[src/rtl/game2048_pkg.sv]
// game2048_pkg: shared types and constants for the 2048 game core.
//   TILE_W_DFLT   default tile width in bits (tile holds its literal value)
//   tile_t        one tile at the default width
//   TILE_EMPTY/TILE_TWO/TILE_FOUR  tile values used by the spawner
//   spawn_state_t tile_spawner control states
package game2048_pkg;

    localparam int TILE_W_DFLT = 12;

    typedef logic [TILE_W_DFLT-1:0] tile_t;

    localparam int TILE_EMPTY = 0;
    localparam int TILE_TWO   = 2;
    localparam int TILE_FOUR  = 4;

    typedef enum logic [2:0] {
        IDLE,
        COUNT,
        SELECT,
        WRITE,
        DONE
    } spawn_state_t;

endpackage

[src/rtl/tile_spawner_lfsr_gen.sv]
// lfsr_gen: free-running Galois LFSR (right-shifting) with synchronous load.
//   clk, rst_n  clock, async active-low reset (state returns to SEED)
//   load        load q from load_val this cycle (wins over stepping)
//   load_val    value to load; zero is replaced by 1 so the LFSR never locks up
//   q           current LFSR state
module lfsr_gen #(
    parameter int               WIDTH = 16,
    parameter logic [WIDTH-1:0] SEED  = WIDTH'(16'hACE1)
) (
    input  logic             clk,
    input  logic             rst_n,
    input  logic             load,
    input  logic [WIDTH-1:0] load_val,
    output logic [WIDTH-1:0] q
);

    // Maximal-length feedback masks for the supported widths.
    function automatic logic [WIDTH-1:0] tap_mask();
        logic [63:0] t;
        case (WIDTH)
            8:       t = 64'h0000_00B8;
            12:      t = 64'h0000_0E08;
            16:      t = 64'h0000_B400;
            20:      t = 64'h0009_0000;
            24:      t = 64'h00E1_0000;
            32:      t = 64'h8020_0003;
            default: t = 64'h1 << (WIDTH - 1);
        endcase
        return t[WIDTH-1:0];
    endfunction

    localparam logic [WIDTH-1:0] TAPS = tap_mask();

    logic [WIDTH-1:0] lfsr_q;
    logic [WIDTH-1:0] lfsr_d;

    always_comb begin
        lfsr_d = (lfsr_q >> 1) ^ (lfsr_q[0] ? TAPS : '0);
        if (load) begin
            lfsr_d = (load_val == '0) ? WIDTH'(1) : load_val;
        end
    end

    always_ff @(posedge clk or negedge rst_n) begin
        if (!rst_n) begin
            lfsr_q <= SEED;
        end else begin
            lfsr_q <= lfsr_d;
        end
    end

    assign q = lfsr_q;

endmodule

[src/rtl/tile_spawner.sv]
// tile_spawner: places one new tile on a uniformly chosen empty cell of an
// NxN 2048 board. Fixed latency: done is sampled high on the 2*N*N+2'th
// clock edge after the start edge.
//   clk, rst_n          clock, async active-low reset
//   start               spawn request, sampled only when idle
//   board_in            board snapshot, cell index = row*N + col
//   seed_we, seed_in    reload the LFSR (zero loads as 1)
//   board_out           result board (held until the next spawn writes it)
//   spawn_row/col/val   placed cell and value (all zero when full)
//   full                board had no empty cell; valid with done
//   busy                high whenever not idle
//   done                one-cycle result-valid pulse
// Optional build macro: TILE_SPAWN_FOUR_EN -- spawned tile is 4 with
// probability FOUR_NUM/16, otherwise always 2.
module tile_spawner
    import game2048_pkg::*;
#(
    parameter int                N        = 4,
    parameter int                TILE_W   = TILE_W_DFLT,
    parameter int                LFSR_W   = 16,
    parameter logic [LFSR_W-1:0] SEED     = LFSR_W'(16'hACE1),
    parameter int                FOUR_NUM = 2
) (
    input  logic                          clk,
    input  logic                          rst_n,
    input  logic                          start,
    input  logic [N*N-1:0][TILE_W-1:0]    board_in,
    input  logic                          seed_we,
    input  logic [LFSR_W-1:0]             seed_in,
    output logic [N*N-1:0][TILE_W-1:0]    board_out,
    output logic [$clog2(N)-1:0]          spawn_row,
    output logic [$clog2(N)-1:0]          spawn_col,
    output logic [TILE_W-1:0]             spawn_val,
    output logic                          full,
    output logic                          busy,
    output logic                          done
);

    localparam int CELLS = N * N;
    localparam int IDX_W = $clog2(CELLS);
    localparam int RC_W  = $clog2(N);

    spawn_state_t                    state_q, state_d;
    logic [CELLS-1:0][TILE_W-1:0]    board_cap_q, board_cap_d;
    logic [IDX_W-1:0]                cell_idx_q, cell_idx_d;
    logic [IDX_W:0]                  empty_cnt_q, empty_cnt_d;
    logic [IDX_W:0]                  target_q, target_d;
    logic [IDX_W:0]                  run_idx_q, run_idx_d;
    logic [IDX_W-1:0]                sel_idx_q, sel_idx_d;
    logic [CELLS-1:0][TILE_W-1:0]    board_out_q, board_out_d;
    logic [RC_W-1:0]                 spawn_row_q, spawn_row_d;
    logic [RC_W-1:0]                 spawn_col_q, spawn_col_d;
    logic [TILE_W-1:0]               spawn_val_q, spawn_val_d;
    logic                            full_q, full_d;
`ifdef TILE_SPAWN_FOUR_EN
    logic                            four_q, four_d;
`else
    localparam int unused_four_num = FOUR_NUM;
`endif

    logic [LFSR_W-1:0]               lfsr_q;
    logic                            cur_empty;
    logic                            last_cell;
    logic [IDX_W:0]                  cnt_final;
    logic [2*IDX_W:0]                prod;
    logic [TILE_W-1:0]               new_val;
    logic                            unused_lfsr_bits;

    lfsr_gen #(
        .WIDTH (LFSR_W),
        .SEED  (SEED)
    ) u_lfsr (
        .clk      (clk),
        .rst_n    (rst_n),
        .load     (seed_we),
        .load_val (seed_in),
        .q        (lfsr_q)
    );

    assign unused_lfsr_bits = ^lfsr_q[LFSR_W-1:IDX_W];

    assign cur_empty = (board_cap_q[cell_idx_q] == TILE_W'(TILE_EMPTY));
    assign last_cell = (cell_idx_q == IDX_W'(CELLS - 1));
    // Count including the cell visited this cycle, so the last cell counts.
    assign cnt_final = empty_cnt_q + {{IDX_W{1'b0}}, cur_empty};
    // Scale an IDX_W-bit random fraction onto 0..cnt_final-1.
    assign prod = {{(IDX_W+1){1'b0}}, lfsr_q[IDX_W-1:0]} * {{IDX_W{1'b0}}, cnt_final};

`ifdef TILE_SPAWN_FOUR_EN
    assign new_val = four_q ? TILE_W'(TILE_FOUR) : TILE_W'(TILE_TWO);
`else
    assign new_val = TILE_W'(TILE_TWO);
`endif

    always_comb begin
        state_d     = state_q;
        board_cap_d = board_cap_q;
        cell_idx_d  = cell_idx_q;
        empty_cnt_d = empty_cnt_q;
        target_d    = target_q;
        run_idx_d   = run_idx_q;
        sel_idx_d   = sel_idx_q;
        board_out_d = board_out_q;
        spawn_row_d = spawn_row_q;
        spawn_col_d = spawn_col_q;
        spawn_val_d = spawn_val_q;
        full_d      = full_q;
`ifdef TILE_SPAWN_FOUR_EN
        four_d      = four_q;
`endif
        case (state_q)
            IDLE: begin
                if (start) begin
                    board_cap_d = board_in;
                    empty_cnt_d = '0;
                    cell_idx_d  = '0;
                    state_d     = COUNT;
                end
            end
            COUNT: begin
                empty_cnt_d = cnt_final;
                cell_idx_d  = cell_idx_q + IDX_W'(1);
                if (last_cell) begin
                    target_d   = prod[2*IDX_W:IDX_W];
`ifdef TILE_SPAWN_FOUR_EN
                    four_d     = (int'(lfsr_q[LFSR_W-1 -: 4]) < FOUR_NUM);
`endif
                    cell_idx_d = '0;
                    run_idx_d  = '0;
                    sel_idx_d  = '0;
                    state_d    = SELECT;
                end
            end
            SELECT: begin
                // Full scan regardless of when the target is found keeps latency fixed.
                if (cur_empty) begin
                    if (run_idx_q == target_q) begin
                        sel_idx_d = cell_idx_q;
                    end
                    run_idx_d = run_idx_q + (IDX_W+1)'(1);
                end
                cell_idx_d = cell_idx_q + IDX_W'(1);
                if (last_cell) begin
                    cell_idx_d = '0;
                    state_d    = WRITE;
                end
            end
            WRITE: begin
                board_out_d = board_cap_q;
                if (empty_cnt_q == '0) begin
                    full_d      = 1'b1;
                    spawn_val_d = '0;
                    spawn_row_d = '0;
                    spawn_col_d = '0;
                end else begin
                    full_d                 = 1'b0;
                    spawn_val_d            = new_val;
                    spawn_row_d            = RC_W'(int'(sel_idx_q) / N);
                    spawn_col_d            = RC_W'(int'(sel_idx_q) % N);
                    board_out_d[sel_idx_q] = new_val;
                end
                state_d = DONE;
            end
            DONE: begin
                state_d = IDLE;
            end
            default: begin
                state_d = IDLE;
            end
        endcase
    end

    always_ff @(posedge clk or negedge rst_n) begin
        if (!rst_n) begin
            state_q     <= IDLE;
            cell_idx_q  <= '0;
            empty_cnt_q <= '0;
            target_q    <= '0;
            run_idx_q   <= '0;
            sel_idx_q   <= '0;
            board_out_q <= '0;
            spawn_row_q <= '0;
            spawn_col_q <= '0;
            spawn_val_q <= '0;
            full_q      <= 1'b0;
`ifdef TILE_SPAWN_FOUR_EN
            four_q      <= 1'b0;
`endif
        end else begin
            state_q     <= state_d;
            cell_idx_q  <= cell_idx_d;
            empty_cnt_q <= empty_cnt_d;
            target_q    <= target_d;
            run_idx_q   <= run_idx_d;
            sel_idx_q   <= sel_idx_d;
            board_out_q <= board_out_d;
            spawn_row_q <= spawn_row_d;
            spawn_col_q <= spawn_col_d;
            spawn_val_q <= spawn_val_d;
            full_q      <= full_d;
`ifdef TILE_SPAWN_FOUR_EN
            four_q      <= four_d;
`endif
        end
    end

    // Captured snapshot is only read after a start, so it needs no reset.
    always_ff @(posedge clk) begin
        board_cap_q <= board_cap_d;
    end

    assign board_out = board_out_q;
    assign spawn_row = spawn_row_q;
    assign spawn_col = spawn_col_q;
    assign spawn_val = spawn_val_q;
    assign full      = full_q;
    assign busy      = (state_q != IDLE);
    assign done      = (state_q == DONE);

endmodule

[config.mk]
export PLATFORM = sky130hd
export DESIGN_NAME = tile_spawner
export DESIGN_NICKNAME = d
export VERILOG_FILES = /design/src/rtl/game2048_pkg.sv /design/src/rtl/tile_spawner_lfsr_gen.sv /design/src/rtl/tile_spawner.sv
export SDC_FILE = /design/constraint.sdc
export NUM_CORES = 1
export LEC_CHECK = 0
export ABC_AREA = 1
export CORE_MARGIN = 1.5
export CORE_UTILIZATION = 45
export CTS_BUF_LIST = sky130_fd_sc_hd__clkbuf_8 sky130_fd_sc_hd__clkbuf_16
export DETAILED_ROUTE_END_ITERATION = 8
export PLACE_DENSITY_LB_ADDON = 0.15
export SYNTH_ARGS = -nofsm -noshare
export SYNTH_HDL_FRONTEND = slang
export SYNTH_HIERARCHICAL = 1
export SYNTH_SLANG_ARGS = --single-unit
[constraint.sdc]
create_clock -name clk -period 16.7 [get_ports clk]
set_input_delay 1.67 -clock clk [delete_from_list [all_inputs] [get_ports clk]]
set_output_delay 1.67 -clock clk [all_outputs]
set_load 0.1 [all_outputs]
# Word-level counts from Yosys, hierarchy flattened
# Cells that the tools add are included.
# word_totals
input_bits	212
reg_bits	443
out_inout_bits	211
word_cells	110
# op_classes
bitwise_logic	4
eq_ne	11
order_cmp	3
reduce_logical	17
multipliers	1
n_mux	28
n_addsub	3
# op_table
op	count
$mux W192	1
$and A176 B176 Y176	1
$not A176 Y176	1
$bmux W12 S4	1
$demux W12 S4	1
$mux W16	3
$mux W12	2
$mux W4	5
$pmux W5 S2	2
$logic_not A16 Y1	1
$or A16 B16 Y16	1
$pmux W4 S2	2
$xor A15 B16 Y16	1
$mux W5	3
$logic_not A12 Y1	1
$pmux W3 S4	1
$lt A4 B5 Y1 const B	2
$ne A2 B2 Y1 const B	5
$mul A4 B5 Y9	1
$mux W3	3
$reduce_and A2 Y1	4
$eq A3 B2 Y1 const B	2
$mux W2	3
$reduce_and A3 Y1	2
16 further kinds	18

# Depth between registers and ports, before layout
# Gate-level depths: netlist of the first run.
# logic_depth
ltp_word	7
mapped_depth	30

# Modules after synthesis
# Netlist of the first run, hierarchy kept.
# modules_own_cells
module	seq_area_each_um2	cells_each	area_each_um2	n_inst
tile_spawner	11370.9	1560	16595.9	1
lfsr_gen	410.4	83	694.4	1

# Worst setup path after synthesis of the first run
# OpenSTA, ideal clock, no wires.
# synth_timing
path_kind	in2reg
startpoint	input port start
endpoint	register cell_idx_q[3]
setup_time_ns	0.126
slack_ns	5.502
n_path_buf	0
cell_stages	7
arrival_time_ns	11.072
t_required_ns	16.574
path_cell_list	inv_1 -> nor2_1 -> nor2_1 -> nor2_1 -> nand3_1 -> o22ai_1 -> a21oi_1
# synth_via
elab_chain_len	2
# synth_lines
item	line_no	rtl
start, declared	tile_spawner.sv:26	input logic start,
$ne A2 B2 Y1 (no line)	n/a	
$reduce_and A2 Y1 (no line)	n/a	
end signal, assigned	tile_spawner.sv:191	cell_idx_q <= cell_idx_d;
end, declared	tile_spawner.sv:45	logic [IDX_W-1:0] cell_idx_q, cell_idx_d;
# Every way passes these cells.
# A chain may end at the register's enable or synchronous reset.

# Final worst setup path of the first run
# layout_timing
startpoint	register cell_idx_q[0]
endpoint	register target_q[1]
# layout_via
elab_chain_len	5
elab_cells_between_ends	7
classes_between	1 x add/sub; 1 x mul; 1 x eq/ne; 2 x mux; 2 x reduce/logical
# layout_lines
item	line_no	rtl
$bmux W12 S4	tile_spawner.sv:82	assign cur_empty = (board_cap_q[cell_idx_q] == TILE_W'(TILE_EMPTY));
$mux W12 (not written as such)	tile_spawner.sv:82	
$logic_not A12 Y1	tile_spawner.sv:82	
$add A5 B1 Y5	tile_spawner.sv:85	assign cnt_final = empty_cnt_q + {{IDX_W{1'b0}}, cur_empty};
$mul A4 B5 Y9	tile_spawner.sv:87	assign prod = {{(IDX_W+1){1'b0}}, lfsr_q[IDX_W-1:0]} * {{IDX_W{1'b0}}, cnt_final};
end signal, assigned	tile_spawner.sv:193	target_q <= target_d;
end, declared	tile_spawner.sv:47	logic [IDX_W:0] target_q, target_d;
# Several ways; a longest one is shown, not always the timed one. The select of a mux whose other input is x is not followed.

==> results of run 1 <==
## how the worst max path moves through the flow
stage	end	slack [ns]	cells past startpoint
floorplan	cell_idx_q[3]	5.50	7
global placement	target_q[1]	11.73	24
detailed placement	target_q[4]	11.59	24
CTS	target_q[4]	11.57	24
global route	target_q[4]	11.18	29
finish	target_q[1]	11.57	24
## state kept, by name, indices dropped and copies added (netlist names)
register,cells
board_cap_q,192
board_out,192
u_lfsr/q,16
empty_cnt_q,5
run_idx_q,5
target_q,5
cell_idx_q,4
sel_idx_q,4
state_q,3
spawn_col,2
spawn_row,2
full,1
spawn_val,1
## placed cells by master (no fill, tap or decap), drive strengths merged
cell | Yosys | routed
nand3 | 221 | 221
nor3 | 13 | 13
clkbuf | 30 | 53
dfstp | 8 | 8
nand3b | 22 | 22
a31oi | 5 | 5
inv | 85 | 100
or2 | 1 | 1
o31ai | 1 | 1
clkinv | 0 | 12
nand2 | 527 | 527
o211ai | 1 | 1
clkdlybuf4s50 | 0 | 410
ha | 15 | 15
xor2 | 6 | 6
nor2 | 153 | 153
o22ai | 6 | 6
xnor2 | 8 | 8
nand4 | 17 | 17
o21ai | 16 | 16
bufinv | 0 | 2
dfrtp | 232 | 232
buf | 54 | 9
o21a | 1 | 1
fa | 5 | 5
conb | 1 | 11
diode | 0 | 4
edfxtp | 192 | 192
a21oi | 23 | 23
## worst max-delay path, delay by kind of cell (launching register included)
kind                     cells  cell delay [ns]
AO/OA/AOI/OAI                3             0.23
XOR/XNOR                     1             0.25
adder cells (fa/ha/maj)      5             1.72
buffers and inverters        2             0.42
flip-flops                   1             0.81
AND/OR/NAND/NOR             13             1.55
## Yosys cell counts (2+ instances only)
| library cell | count |
|---|---|
| dfstp_2 | 8 |
| o22ai_1 | 6 |
| o21ai_0 | 13 |
| inv_1 | 80 |
| nand2_2 | 2 |
| ha_1 | 15 |
| dfrtp_1 | 232 |
| nand3b_1 | 22 |
| clkbuf_1 | 29 |
| xnor2_1 | 8 |
| nand3_2 | 2 |
| nand4_1 | 17 |
| nor2_1 | 151 |
| fa_1 | 5 |
| nand2_1 | 525 |
| buf_4 | 13 |
| a31oi_1 | 5 |
| nand3_1 | 218 |
| xor2_1 | 6 |
| inv_2 | 5 |
| edfxtp_1 | 192 |
| o21ai_1 | 3 |
| buf_1 | 3 |
| a21oi_1 | 23 |
| buf_6 | 3 |
| buf_2 | 35 |
| nor3_1 | 12 |
## metal layers
metal | up-vias | GRT usage (%) | share of wire, %
met1 | 6371 | 31.9 | 40
li1 | 6176 | - | -
met2 | 470 | 41.3 | 47
met5 | - | 0 | 0.12
met3 | 102 | 8.43 | 9.3
met4 | 10 | 9.20 | 3.3
## kinds of logic after synthesis
logic type / Yosys count
AO/OA/AOI/OAI: 53
adder cells (fa/ha/maj): 20
XOR/XNOR: 14
AND/OR/NAND/NOR: 954
buffers and inverters: 169
flip-flops: 432
other: 1
## per-stage QoR
step | hold slack (ns) | worst slack, ns | cells | utilization (%)
5_1_grt | 0.483 | 11.18 | 2583 | 61.4
6_report | 0.446 | 11.57 | 2585 | 61.4
4_1_cts | 0.451 | 11.57 | 2581 | 61.4
3_5_place_dp | 0.436 | 11.59 | 2499 | 57.6
3_3_place_gp | 0.430 | 11.73 | 2499 | 57.6
2_1_floorplan | 0.418 | 5.50 | 1653 | -
## cell type report
cell class	instances	area share, %
flip-flops and latches	432	50.8
clock inverters	29	0.788
repair buffers	419	18.1
multi-input cells	1052	20.7
diodes	4	0.0432
inverters	85	1.40
clock buffers	53	5.33
well taps	511	2.76
==> run_results.csv, run 1 <==
group,metric,value,unit
outcome,status,"completed",
sta,worst_slew_pin_slew,1.10,ns
synthesis,netlist_area,17300,um^2
route,wl,50600,um
setup_path,crit_arrival,5.56,ns
global_route,grt.total_usage,25.5,%
synthesis,yosysSeqAreaShare,68.1,%
setup_path,critPathMaxFanout,24,
finish,nNetsFinal,2266,
sta,finalClockSkew,0.00988,ns
floorplan,die_w,199,um
route,dr.pass1.iters,5,
synthesis,synth_area_leaders,"dfrtp_1 34%, edfxtp_1 33%, nand2_1 11%",
sta,fin_crit_sh,30.7,%
synthesis,synth_top_family_by_area,"simple AND/OR/NAND/NOR gates",
setup_path,worstRegToRegCells,24,
placement,place_area,21700,um^2
clocking,post_cts_resized,0,
floorplan,start_util,45.8,%
setup_path,r2r-start,"cell_idx_q[0]",
setup_path,worstReg2RegEnd,"target_q[1]",
synthesis,synth_edf_count,192,
finish,multiInputGateArea,4810,um^2
synthesis,synth_cells,1643,
setup_path,startpoint_type,"flip-flop",
sta,setup_tns,0,ns
synthesis,synth_cell_type_count,37,
finish,area_growth,34.0,%
synthesis,synthArstFlopShare,55.6,%
synthesis,synth-seq-cells,432,
global_route,overflow,0,
clocking,cts_root_buf,"clkbuf_16",
clocking,htreeDepth,2,
global_route,grt_max_degree,160,
sta,hold_viol_final,0,
synthesis,synthAdderAreaFrac,1.66,%
clocking,cts_tree,"done",
clocking,holdBufCountCts,0,
route,drt_drc_violations_left,0,
synthesis,syn_avg_cell_area,10.5,um^2
floorplan,fp.coreArea,37800,um^2
clocking,post_cts_buffers,0,
setup_path,timing.critical_path.mode_cell,"nand2_1",
min_path,whs_endpoint,"u_lfsr/q[11]",
global_route,grt_pass1_wl,75900,um
setup_path,cp-startpoint,"cell_idx_q[0]",
floorplan,die_height,199,um
setup_path,path_class,"flip-flop to flip-flop",
finish,nFillCells,3101,
route,vias,13100,
route,drtIter0Drc,881,
min_path,hold_class,"flip-flop to flip-flop",
global_route,antenna_found_initial,11,
sta,slew_headroom,26.4,%
setup_path,regToRegSetupSlack,11.57,ns
clocking,cts_buffers,44,
sta,max_freq,195,MHz
sta,period_minus_slack,5.13,ns
synthesis,yosys_warnings,6,
min_path,worstHoldPathCells,2,
finish,layout-drive-gt1-share,4.93,%
route,ant_nets,0,
min_path,hp-start,"u_lfsr/q[12]",
synthesis,ys.flop_type,"dfrtp_1",
run,maxCapViolCount,0,
synthesis,synthMuxAreaShare,0,%
finish,final_cell_area,23200,um^2
synthesis,synth_top_cell_by_area,"dfrtp_1",
clocking,clock_path_buffers,3,
floorplan,fp-row-count,71,
route,wire_per_inst,19.6,um
clocking,path_clk_slew,0.06,ns
clocking,cts_sinks,432,
sta,finalSetupViolations,0,
synthesis,yosys.area_share.xor_xnor,0.709,%
synthesis,yosys.area.top_type_share,33.6,%
clocking,insertion_delay,0.55,ns
finish,regArea,11800,um^2
setup_path,crit_slowest_cell,"dfrtp_2",
placement,gp_congestion,0.810,
global_route,grt_pass1_vias,13100,
setup_path,slowest_delay,0.81,ns
placement,dpl.hpwl,35200,um
sta,rsz0062_at_grt,"no",
setup_path,endpoint_kind,"flip-flop",
synthesis,synth-compound-area-share,1.74,%
setup_path,critPathRequiredTime,17.14,ns
floorplan,die_area,39600,um^2
synthesis,yosys.area_share.simple,23.4,%
route,vias_per_cell,5.08,
sta,maxSlewViolCount,0,
placement,port_buffers,411,
setup_path,path_cells,"inv_2 > nor2_1 > nand3b_1 > nand2_1 > nand3_1 > nand2_1 > nand2_1 > nand2_1 > nand2_1 > nand2_1 > ha_1 > ha_1 > xor2_1 > nand2_1 > fa_1 > fa_1 > inv_1 > ha_1 > a21oi_1 > or2_2 > nand2_1 > a21oi_1 > o21ai_0 > nand2_1",
floorplan,io_pins,423,
Power of run 1 is not shown: default switching activity piles up to over one toggle a cycle in this logic, so the estimate is an artifact.
==> run 2: changes to the inputs <==
clock period = 4.8 ns   (was 16.7 ns; I/O delays follow)
==> run 2 against run 1 <==
  * Worst hold slack worse by 0.00069 ns
  * Clock skew is 0.0098 ns higher
  * Clock-buffer cell count is 3 higher
  * Die area stayed put
  * Routed wire length is 1.3% higher
  * Sequential share of layout area is 0.62 points lower
  * Critical path type unchanged
==> run_results.csv, run 2 (synthesis results as in run 1) <==
group,metric,value,unit
outcome,status,"completed",
clocking,insertion_delay,0.58,ns
sta,period_minus_slack,4.42,ns
setup_path,endpoint_kind,"flip-flop",
global_route,grt_max_degree,200,
clocking,cts_buffers,45,
route,wire_per_inst,19.7,um
sta,slew_headroom,21.1,%
setup_path,path_class,"flip-flop to flip-flop",
floorplan,fp.coreArea,37800,um^2
route,vias_per_cell,5.07,
min_path,hp-start,"seed_in[13]",
route,ant_nets,0,
finish,area_growth,35.7,%
global_route,antenna_found_initial,9,
clocking,clock_path_buffers,3,
sta,max_freq,226,MHz
floorplan,die_w,199,um
setup_path,critPathRequiredTime,5.29,ns
sta,hold_viol_final,0,
sta,maxSlewViolCount,0,
clocking,path_clk_slew,0.06,ns
sta,fin_crit_sh,92.2,%
run,maxCapViolCount,0,
setup_path,startpoint_type,"flip-flop",
setup_path,critPathMaxFanout,18,
finish,nNetsFinal,2276,
global_route,overflow,0,
clocking,cts_tree,"done",
global_route,grt_pass1_vias,13500,
global_route,grt_pass1_wl,77400,um
setup_path,timing.critical_path.mode_cell,"nand2_1",
finish,multiInputGateArea,4830,um^2
placement,dpl.hpwl,35700,um
setup_path,slowest_delay,0.51,ns
placement,port_buffers,411,
route,vias,13200,
route,wl,51200,um
floorplan,die_area,39600,um^2
setup_path,r2r-start,"cell_idx_q[0]",
finish,final_common_cell,"nand2_1",
placement,gp_congestion,0.845,
finish,final_cell_mix,"522 x nand2_1, 410 x clkdlybuf4s50_1, 230 x dfrtp_1",
floorplan,die_height,199,um
floorplan,start_util,45.8,%
route,dr.pass1.iters,5,
sta,worst_slew_pin_slew,1.18,ns
route,drt_drc_violations_left,0,
sta,setup_tns,0,ns
global_route,grt.total_usage,26.1,%
setup_path,crit_arrival,4.92,ns
floorplan,io_pins,423,
finish,regArea,11800,um^2
floorplan,fp-row-count,71,
finish,layout-drive-gt1-share,5.72,%
sta,finalSetupViolations,0,
min_path,hold_class,"primary input to flip-flop",
clocking,cts_sinks,432,
clocking,cts_root_buf,"clkbuf_16",
clocking,htreeDepth,2,
setup_path,cp-startpoint,"cell_idx_q[0]",
route,drtIter0Drc,833,
setup_path,crit_slowest_cell,"fa_1",
sta,finalClockSkew,0.0197,ns
finish,nFillCells,3106,
## run 2: layout make-up
type | count | area share, %
multi-input cells | 1052 | 20.6
inverters | 85 | 1.39
clock inverters | 28 | 1.07
clock buffers | 56 | 5.59
well taps | 511 | 2.73
flip-flops and latches | 432 | 50.2
repair buffers | 428 | 18.3
diodes | 7 | 0.0747
## run 2: path summary, 6_finish.rpt
path	to	slack (ns)	cells after the start
min reg2reg	u_lfsr/q[7]	0.46	2
min	u_lfsr/q[13]	0.45	3
max reg2reg	target_q[4]	0.38	27
max in group asynchronous	board_out[40]	3.19	3
min in group asynchronous	u_lfsr/q[9]	0.52	2
max	target_q[4]	0.38	27
## run 2: per-layer routing
metal	global-route usage, %	part of all wire (%)	vias to the layer above
li1	-	-	6205
met1	33.3	40	6383
met2	41.8	48	483
met3	7.34	8.4	93
met4	11.2	3.5	8
met5	0	0.12	-
## run 2: stage by stage
step	setup slack [ns]	cells	util [%]	hold WS, ns	area (um^2)
after global placement	0.358	2507	57.9	0.438	21900
after floorplan	0.0988	1653	-	0.184	17300
after global routing	-0.00902	2597	62.1	0.445	23500
final	0.377	2599	62.1	0.445	23500
after CTS	0.184	2592	62.0	0.413	23400
after detailed placement	0.221	2507	57.9	0.441	21900
## run 2: timing repair
item / in CTS / in global routing
gates resized for setup: 0 / 8
hold buffers: 1 / 0
buffers inserted: 0 / 0
hold endpoints to repair: 76 / 0
setup endpoints to repair: 0 / 4
## run 2: critical path, delay by kind of cell, from the launching register on
kind	cells	cell delay, ns
flops	1	0.44
compound gates	3	0.43
xor+xnor	1	0.16
simple gates	13	0.97
fa+ha+maj	5	1.73
buf+inv	5	0.58
Power of run 2 is left out for the same reason.
==> run 3: changes to the inputs <==
PLACE_DENSITY_LB_ADDON = 0.08   (was 0.15)
SKIP_LAST_GASP = 1   (was default)
==> run 3 against run 2 <==
  * Critical path depth fell by 3
  * Critical endpoint unchanged
  * Worst setup slack got worse by 0.024 ns
  * Global-route usage decreased by 0.39 points
  * First-iteration DRC count fell by 4.6%
  * Maximum frequency shrank 0.54%
  * Sequential cell count unchanged
  * The run now ends with hold timing left
  * Largest cell class unchanged
  * Final cell count shrank 0.19%
  * Register-to-register slack worse by 0.02 ns
  * Worst hold slack lost 0.46 ns
  * Highest routed layer unchanged
  * Cell area shrank 0.47%
  * Clock-buffer cell count fell by 3
==> run_results.csv, run 3 (synthesis results as in run 1) <==
group,metric,value,unit
run,maxCapViolCount,0,
sta,max_freq,225,MHz
finish,nFillCells,3140,
sta,setup_tns,0,ns
global_route,grt_pass1_wl,76200,um
global_route,grt_pass1_vias,13100,
placement,dpl.hpwl,35300,um
finish,area_growth,35.1,%
finish,final_cell_mix,"523 x nand2_1, 410 x clkdlybuf4s50_1, 230 x dfrtp_1",
clocking,htreeDepth,2,
floorplan,die_area,39600,um^2
route,ant_nets,0,
floorplan,die_w,199,um
route,wl,51000,um
floorplan,io_pins,423,
sta,period_minus_slack,4.45,ns
floorplan,start_util,45.8,%
clocking,cts_root_buf,"clkbuf_16",
sta,hold_viol_final,5,
placement,gp_congestion,0.802,
floorplan,fp-row-count,71,
setup_path,critPathRequiredTime,5.29,ns
setup_path,startpoint_type,"flip-flop",
clocking,clock_path_buffers,3,
global_route,grt.total_usage,25.7,%
clocking,cts_sinks,432,
sta,finalClockSkew,0.0153,ns
setup_path,path_cells,"inv_1 > nand3_1 > nand2_1 > nand2_1 > nand2_1 > nor2_1 > nand2_2 > nand2_1 > ha_1 > ha_1 > xor2_2 > inv_1 > nor2_1 > fa_1 > inv_1 > fa_1 > inv_1 > ha_1 > a21oi_1 > o211ai_1 > nand2_1 > nand2_1 > nand2_1 > a31oi_1",
clocking,path_clk_slew,0.06,ns
placement,port_buffers,411,
finish,layout-drive-gt1-share,5.34,%
route,routed-wl-met3,4290,um
route,wl_met1,20700,um
route,dr_wl_met2,24400,um
clocking,cts_buffers,46,
setup_path,endpoint_kind,"flip-flop",
route,vias_per_cell,5.02,
min_path,hold_class,"primary input to async pin",
global_route,overflow,0,
setup_path,path_class,"flip-flop to flip-flop",
setup_path,cp_num_buf_inv,4,
clocking,insertion_delay,0.58,ns
route,topRoutingLayerUsed,"met5",
outcome,violations,"hold timing",
sta,slew_headroom,22.3,%
global_route,grt_max_degree,131,
global_route,antenna_found_initial,11,
route,drtIter0Drc,795,
sta,hold_ws,-0.0119,ns
sta,maxSlewViolCount,0,
finish,nNetsFinal,2275,
clocking,cts_tree,"done",
setup_path,crit_slowest_cell,"fa_1",
floorplan,fp.coreArea,37800,um^2
sta,worst_slew_pin_slew,1.17,ns
floorplan,die_height,199,um
sta,finalSetupViolations,0,
finish,final_common_cell,"nand2_1",
outcome,status,"complete, but fails checks",
route,wire_per_inst,19.7,um
route,vias,13000,
sta,fin_crit_sh,92.7,%
route,drt_drc_violations_left,0,
setup_path,slowest_delay,0.50,ns
setup_path,critPathMaxFanout,9,
setup_path,timing.critical_path.mode_cell,"nand2_1",
route,dr.pass1.iters,7,
setup_path,crit_arrival,4.93,ns
setup_path,crit_family,"adder cells",
sta,rsz0062_at_grt,"no",
## run 3: worst paths after layout
check	to	cells after the start	startpoint	slack (ns)
min reg2reg	u_lfsr/q[8]	2	u_lfsr/q[9]	0.45
max reg2reg	target_q[4]	24	cell_idx_q[1]	0.35
min	u_lfsr/q[12]	1	rst_n	-0.01
max	target_q[4]	24	cell_idx_q[1]	0.35
max in group asynchronous	board_out[162]	2	rst_n	3.67
min in group clk	u_lfsr/q[10]	3	seed_in[10]	0.44
## run 3: through the flow
step	hold slack, ns	utilization, %	setup WS [ns]	instances	cell area (um^2)
after floorplan	0.184	-	0.0988	1653	17300
after global placement	0.427	57.8	0.427	2505	21800
after detailed placement	0.430	57.8	0.311	2505	21800
after CTS	0.0423	61.7	0.275	2589	23300
after global routing	0.0577	61.8	0.0144	2593	23300
final	-0.0119	61.9	0.353	2594	23400
## run 3: area by class of cell
cell class	instances	area [um^2]	share of cell area, %
tap	511	639	2.74
clock buffer	53	1260	5.39
clock inverter	31	213	0.911
timing repair buffer	426	4290	18.4
sequential	432	11800	50.5
multi-input combinational	1052	4830	20.7
inverter	85	324	1.39
antenna	4	10.0	0.0429
## run 3: what timing repair did
action / 4_1_cts / 5_1_grt
setup buffers: 0 / 1
hold buffers: 0 / 0
hold endpoints to repair: 0 / 0
gates resized for setup: 0 / 4
endpoints found under the setup margin: 0 / 3
## run 3: per-layer routing
layer,vias to the layer above,global-route usage [%]
met1,6271,32.5
met2,457,42.0
met4,14,8.78
li1,6189,-
met3,96,7.77
met5,-,0
## run 3: worst register-to-register path, cell delays in order (launching register included)
cell and delay (ns):
dfrtp_2 0.49, inv_1 0.36, nand3_1 0.17, nand2_1 0.10
nand2_1 0.05, nand2_1 0.08, nor2_1 0.04, nand2_2 0.09
nand2_1 0.10, ha_1 0.22, ha_1 0.23, xor2_2 0.17
inv_1 0.11, nor2_1 0.07, fa_1 0.50, inv_1 0.05
fa_1 0.48, inv_1 0.05, ha_1 0.32, a21oi_1 0.08
o211ai_1 0.24, nand2_1 0.13, nand2_1 0.08, nand2_1 0.04
a31oi_1 0.12
Power of run 3 is left out for the same reason.
